--- src/rtl/uart_rx.sv ---
// 8N1 serial receiver: two-flop synchroniser, mid-bit sampling FSM, and a
// single-entry output register with a valid/ack handshake plus error pulses.
module uart_rx #(
  parameter int CLKS_PER_BIT = 16
) (
  input  logic       clk,
  input  logic       reset,
  input  logic       rx_in,
  output logic [7:0] rx_data,
  output logic       rx_valid,
  input  logic       rx_ack,
  output logic       frame_err,
  output logic       overrun,
  output logic       busy,
  output logic [2:0] state_dbg
);

  localparam int CNT_W = $clog2(CLKS_PER_BIT);
  localparam logic [CNT_W-1:0] HALF_LAST = CNT_W'(CLKS_PER_BIT / 2 - 1);
  localparam logic [CNT_W-1:0] FULL_LAST = CNT_W'(CLKS_PER_BIT - 1);

  typedef enum logic [2:0] {
    S_IDLE  = 3'd0,
    S_START = 3'd1,
    S_DATA  = 3'd2,
    S_STOP  = 3'd3,
    S_BRK   = 3'd4
  } state_t;

  state_t           r_state;
  state_t           w_next;
  logic             r_sync1;
  logic             r_sync2;
  logic [CNT_W-1:0] r_cnt;
  logic [2:0]       r_idx;
  logic [7:0]       r_shift;
  logic [7:0]       r_rx_data;
  logic             r_rx_valid;
  logic             r_frame_err;
  logic             r_overrun;

  logic w_s_rx;
  logic w_half;
  logic w_full;
  logic w_cnt_clr;
  logic w_idx_clr;
  logic w_shift;
  logic w_load;
  logic w_ferr;

  assign w_s_rx = r_sync2;
  assign w_half = (r_cnt == HALF_LAST);
  assign w_full = (r_cnt == FULL_LAST);

  // Synchroniser flops reset high so a reset line never looks like a start bit.
  always_ff @(posedge clk or negedge reset) begin
    if (!reset) begin
      r_sync1 <= 1'b1;
      r_sync2 <= 1'b1;
    end else begin
      r_sync1 <= rx_in;
      r_sync2 <= r_sync1;
    end
  end

  always_ff @(posedge clk or negedge reset) begin
    if (!reset) r_state <= S_IDLE;
    else        r_state <= w_next;
  end

  always_comb begin
    w_next = r_state;
    case (r_state)
      S_IDLE:  if (!w_s_rx) w_next = S_START;
      S_START: if (w_half) w_next = w_s_rx ? S_IDLE : S_DATA;
      S_DATA:  if (w_full && (r_idx == 3'd7)) w_next = S_STOP;
      // Leaving at mid stop bit lets a start edge right after the stop bit be caught.
      S_STOP:  if (w_full) w_next = w_s_rx ? S_IDLE : S_BRK;
      S_BRK:   if (w_s_rx) w_next = S_IDLE;
      default: w_next = S_IDLE;
    endcase
  end

  always_comb begin
    w_cnt_clr = 1'b0;
    w_idx_clr = 1'b0;
    w_shift   = 1'b0;
    w_load    = 1'b0;
    w_ferr    = 1'b0;
    case (r_state)
      S_IDLE:  w_cnt_clr = 1'b1;
      S_START: begin
        w_cnt_clr = w_half;
        w_idx_clr = w_half;
      end
      S_DATA: begin
        w_cnt_clr = w_full;
        w_shift   = w_full;
      end
      S_STOP: begin
        w_cnt_clr = w_full;
        w_load    = w_full && w_s_rx;
        w_ferr    = w_full && !w_s_rx;
      end
      S_BRK:   w_cnt_clr = 1'b1;
      default: w_cnt_clr = 1'b1;
    endcase
  end

  always_ff @(posedge clk or negedge reset) begin
    if (!reset) begin
      r_cnt   <= '0;
      r_idx   <= '0;
      r_shift <= '0;
    end else begin
      r_cnt <= w_cnt_clr ? '0 : r_cnt + 1'b1;
      if (w_idx_clr) begin
        r_idx <= '0;
      end else if (w_shift) begin
        r_shift[r_idx] <= w_s_rx;
        r_idx          <= r_idx + 3'd1;
      end
    end
  end

  // Handshake: rx_valid rises when a good byte loads and stays high until a
  // cycle with rx_ack; a load in that same cycle wins and is not an overrun.
  always_ff @(posedge clk or negedge reset) begin
    if (!reset) begin
      r_rx_data   <= '0;
      r_rx_valid  <= 1'b0;
      r_frame_err <= 1'b0;
      r_overrun   <= 1'b0;
    end else begin
      r_frame_err <= w_ferr;
      r_overrun   <= w_load && r_rx_valid && !rx_ack;
      if (w_load) begin
        r_rx_data  <= r_shift;
        r_rx_valid <= 1'b1;
      end else if (rx_ack) begin
        r_rx_valid <= 1'b0;
      end
    end
  end

  assign rx_data   = r_rx_data;
  assign rx_valid  = r_rx_valid;
  assign frame_err = r_frame_err;
  assign overrun   = r_overrun;
  assign busy      = (r_state != S_IDLE);
  assign state_dbg = r_state;

endmodule

--- config.mk ---
export PLATFORM = sky130hd
export DESIGN_NAME = uart_rx
export DESIGN_NICKNAME = d
export VERILOG_FILES = /design/src/rtl/uart_rx.sv
export SDC_FILE = /design/constraint.sdc
export NUM_CORES = 1
export LEC_CHECK = 0
export CORE_ASPECT_RATIO = 1.2
export CORE_MARGIN = 2
export CORE_UTILIZATION = 53
export DETAILED_ROUTE_END_ITERATION = 10
export MAX_ROUTING_LAYER = met4
export PLACE_DENSITY = 0.8
export SYNTH_ARGS = -nofsm -noshare
export SYNTH_HDL_FRONTEND = slang
export SYNTH_SLANG_ARGS = --single-unit
--- constraint.sdc ---
create_clock -name clk -period 2.05 [get_ports clk]
set_clock_uncertainty 0.2 [all_clocks]
set_input_delay 0.41 -clock clk [delete_from_list [all_inputs] [get_ports clk]]
set_output_delay 0.41 -clock clk [all_outputs]
set_load 0.005 [all_outputs]
# Word level (Yosys, flattened, before mapping)
# Index checks and enable logic that the tools add are counted.
op_classes:
  reduce_logical: 15
  eq_ne: 12
  add_sub_neg: 2
  magnitude_cmp: 2
  bitwise_logic: 1
  mux: 21
ops:
  columns: ["op", "count"]
  rows:
  - ["3-bit two-way mux", 8]
  - ["3-bit case mux with 5 select lines", 1]
  - ["2-bit inequality test, second input constant", 5]
  - ["8-bit bitwise mux", 1]
  - ["1-bit two-way mux", 7]
  - ["3-bit by 2-bit equality test with 1-bit output, second input constant", 2]
  - ["3-bit equality test, second input constant", 2]
  - ["1-bit logical AND", 6]
  - ["5-bit AND reduction", 1]
  - ["4-bit by 1-bit adder with 4-bit output, second input constant", 1]
  - ["4-bit by 3-bit equality test with 1-bit output, second input constant", 1]
  - ["4-bit equality test, second input constant", 1]
  - ["3-bit by 4-bit less-than comparator with 1-bit output, second input constant", 1]
  - ["4-bit two-way mux", 1]
  - ["2-bit nonzero test", 2]
  - ["3-bit by 1-bit adder with 3-bit output, second input constant", 1]
  - ["1-bit demux with 3-bit select", 1]
  - ["3-bit by 1-bit equality test with 1-bit output, second input constant", 1]
  - ["3-bit by 1-bit greater-or-equal comparator with 1-bit output, second input constant", 1]
  - ["3-bit logical NOT", 1]
  - ["3-bit nonzero test", 1]
  - ["1-bit logical NOT", 2]
  - ["2-bit two-way mux", 1]
  - ["1-bit case mux with 2 select lines", 1]
  - ["other kinds (3)", 3]
word_totals:
  out_inout_bits: 15
  ff_bits: 31
  in_bits: 4

# Depth between registers and ports, before layout
logic_depth:
  ltp_word: 5
  ltp_mapped: 6

# Least setup slack after synthesis
# No wires, ideal clock.
synth_timing:
  path_kind: "flip-flop to flip-flop"
  start: "register r_cnt[0]"
  end: "register r_shift[5]"
  required_time_ns: 1.723
  arrival_ns: 1.401
  path_buffers: 2
  setup_slack_ns: 0.321
  path_stages_with_launch: 7
  period_less_slack_ns: 1.729
  setup_time_ns: 0.127
  cell_sequence: "dfrtp_1 > ha_1 > buf_2 > and4_4 > buf_8 > nand4_1 > mux2_1"
synth_between:
  elab_chain_len: 4
  elab_cells_between_ends: 6
synth_rtl:
  columns: ["item", "line_no", "source"]
  rows:
  - ["start: declaration", "34", "logic [CNT_W-1:0] r_cnt;"]
  - ["start signal: assignment", "116", "r_cnt <= w_cnt_clr ? '0 : r_cnt + 1'b1;"]
  - ["4-bit by 3-bit equality test with 1-bit output", "52", "assign w_half = (r_cnt == HALF_LAST);"]
  - ["1-bit two-way mux", "90", "case (r_state)"]
  - ["1-bit inverter (no source line)", null, null]
  - ["2-bit AND reduction (no source line) (*)", null, null]
  - ["end signal: indexed assignment", "120", "r_shift[r_idx] <= w_s_rx;"]
  - ["end: declaration", "36", "logic [7:0] r_shift;"]
# Every way passes the cells marked *; elsewhere a longest branch is shown, timed or not.
# A chain may end at the register's enable or synchronous reset.

# Final worst setup path
layout_timing:
  start: "register r_state[0], in the netlist state_dbg[0]"
  end: "output state_dbg[0]"
layout_lines:
  columns: ["item", "line_no", "source"]
  rows:
  - ["start: declaration", "30", "state_t r_state;"]
  - ["start signal: assignment", "68", "else r_state <= w_next;"]
  - ["end: declaration", "15", "output logic [2:0] state_dbg"]
# No word-level cell between the ends.

==> impl_metrics.yaml <==
power:
  power.leakage_uw: 0.0008161
  ir_drop_mv: 0.5624
  powerDensity_nw_per_um2: 1014
routing:
  firstDrtPassIters: 4
  via_count: 1028
  wl_per_cell_um: 14.80
  wl_um: 2620
  ant_nets: 0
  dr.first_iter.drc_count: 23
  vias_per_cell: 5.808
  drc: 0
worst_setup_path:
  path_cells: "buf_6, clkdlybuf4s50_1"
  endpoint_kind: "primary output"
  critPathLaunchType: "flop"
  slowest_delay_ps: 520
  cpMaxStageDelayCell: "clkdlybuf4s50_1"
  crit_type: "reg -> out"
  cp-startpoint: "state_dbg[0]"
  crit_fanout: 12
  cpLargestDelayFamily: "buffers and inverters"
  crit_buf_inv: 2
  reg2reg_from: "r_cnt[2]"
  crit_required_ps: 1440
  crit_arrival_ps: 1360
floorplan:
  start_util: 0.5657
  die_height_um: 61.18
  core_area_um2: 2552
  io_pins: 19
  die_area_um2: 3159
  row_count: 20
  die_width_um: 51.65
clocking:
  post-cts-setup-buffers: 0
  clockRootBuffer: "clkbuf_4"
  clkLatencyLatePin_ps: 330
  cts_tree: "yes"
  post_cts_resized: 2
  path_clk_slew_ps: 100
  htree_levels: 2
  cts_sinks: 31
  cts_hold_buf: 0
  cts.path.max_buffers: 2
  cts_buffers: 5
hold_path:
  hold_path.startpoint: "r_sync1"
  hp-class: "reg -> reg"
synthesis:
  synth.top_cell.area_share: 0.5026
  synth-seq-cells: 31
  synthesis.nets: 127
  synth_top_area_cell: "dfrtp_1"
  synthesis.instances: 120
  avgSynthCellArea_um2: 12.03
  yosysWarnings: 0
  synth_cell_types: 36
  yosysSeqAreaShare: 0.5390
  synth_area_leaders: "dfrtp_1, mux2_2, dfstp_2"
  netlist_area_um2: 1444
global_route:
  grt_pass1_wl_um: 4643
  grt_max_degree: 32
  first_global_vias: 1000
  grtUsageTotal: 0.2142
  antenna_found_initial: 0
  grt.overflow.total: 0
sta:
  rsz0062_at_grt: "no"
  slew_violations: 0
  tns_ps: 0
  worst_pin_slew_ps: 386.8
  finalCritPeriodShare: 0.9632
  relSlewSlack: 0.7421
  setup_violations: 0
  min_period_ps: 1975
  hold_viol: 0
  max_clock_freq_mhz: 506.5
finish:
  nets: 150
  antennaDiodeCount: 0
  final_core_utilization: 0.6848
  syn_to_final_growth_pct: 21.06
  mostFrequentLayoutCells: "dfrtp_1, clkdlybuf4s50_1, mux2_2"
  drive_gt1_frac: 0.2500
  final_common_cell: "dfrtp_1"
placed_design:
  numPortBuffers: 18
  detailed_place_hpwl_um: 1856
  routabilityCongestion: 0.8277
flow_run:
  drv_cap: 0
status:
  status: "complete, no violations"
## logic make-up (layout without fill, tap and decap cells)
family / Yosys count / after routing / synth area share
and+or+nand+nor: 41 / 41 / 0.1803
DFF: 31 / 31 / 0.5390
muxes: 16 / 16 / 0.1248
AOI/OAI and AO/OA: 15 / 15 / 0.06845
buffers and inverters: 11 / 35 / 0.04332
adders and majority gates: 3 / 3 / 0.02600
xor gates and xnor gates: 3 / 3 / 0.01820
## stage by stage
stage	total power [uW]	instance area (um^2)	setup slack, ps	hold slack, ps	std cells
finish	1773	1748	75.50	153.0	177
CTS	1776	1745	20.97	159.0	177
global placement	1252	1659	175.7	146.6	169
floorplan	1097	1444	321.4	-85.59	120
detailed placement	1282	1659	157.2	146.9	169
global route	1876	1748	19.07	152.7	177
## final timing paths
path	slack [ps]	end	cells past startpoint
max	80	state_dbg[0]	2
min	150	r_sync2	0
max reg2reg	280	rx_data[4]	3
min reg2reg	150	r_sync2	0
max in group asynchronous	1070	r_sync1	2
min in group asynchronous	250	rx_valid	2
## sequential cells by signal, summed over array words and instances (netlist names)
| name | count |
|---|---|
| r_shift | 8 |
| rx_data | 8 |
| r_cnt | 4 |
| r_idx | 3 |
| state_dbg | 3 |
| frame_err | 1 |
| overrun | 1 |
| r_sync1 | 1 |
| r_sync2 | 1 |
| rx_valid | 1 |
## synthesized netlist by cell type
master / count
a211oi_1: 2
a21oi_1: 6
a221o_1: 1
a221oi_1: 1
a311o_1: 1
a41o_1: 1
and2b_1: 1
and4_4: 1
and4b_1: 2
buf_2: 5
buf_4: 1
buf_8: 1
clkbuf_1: 1
dfrtp_1: 29
dfstp_2: 2
ha_1: 3
inv_1: 3
mux2_1: 1
mux2_2: 15
nand2_1: 2
nand2b_1: 1
nand3_1: 7
nand3b_1: 1
nand4_1: 4
nand4b_1: 3
nand4b_4: 1
nor2_1: 8
nor2b_1: 1
nor3_1: 5
nor3b_1: 1
o21ai_0: 3
or2_2: 1
or2b_1: 1
or3_2: 1
xnor2_1: 2
xor2_1: 1
## area by class of cell
cell class | count | area, um^2
well taps | 33 | 41.29
clock inverters | 2 | 35.03
inverters | 3 | 11.26
repair buffers | 24 | 227.7
multi-input cells | 78 | 603.1
fillers | 197 | 804.5
flip-flops and latches | 31 | 778.2
clock buffers | 6 | 51.30
## per-layer routing
| metal | vias up | part of all wire | GRT usage |
|---|---|---|---|
| met1 | 500 | 0.41 | 0.2581 |
| met2 | 35 | 0.50 | 0.3223 |
| met4 | 0 | 0.021 | 0.1128 |
| met3 | 5 | 0.060 | 0.07039 |
| li1 | 488 | - | - |
| met5 | - | 0 | - |
## report_power, final
group,switching (uW),internal (uW)
Combinational,280,239
Clock,209,288
Sequential,69.0,688
No activity file was read; power rests on OpenSTA's default activity.
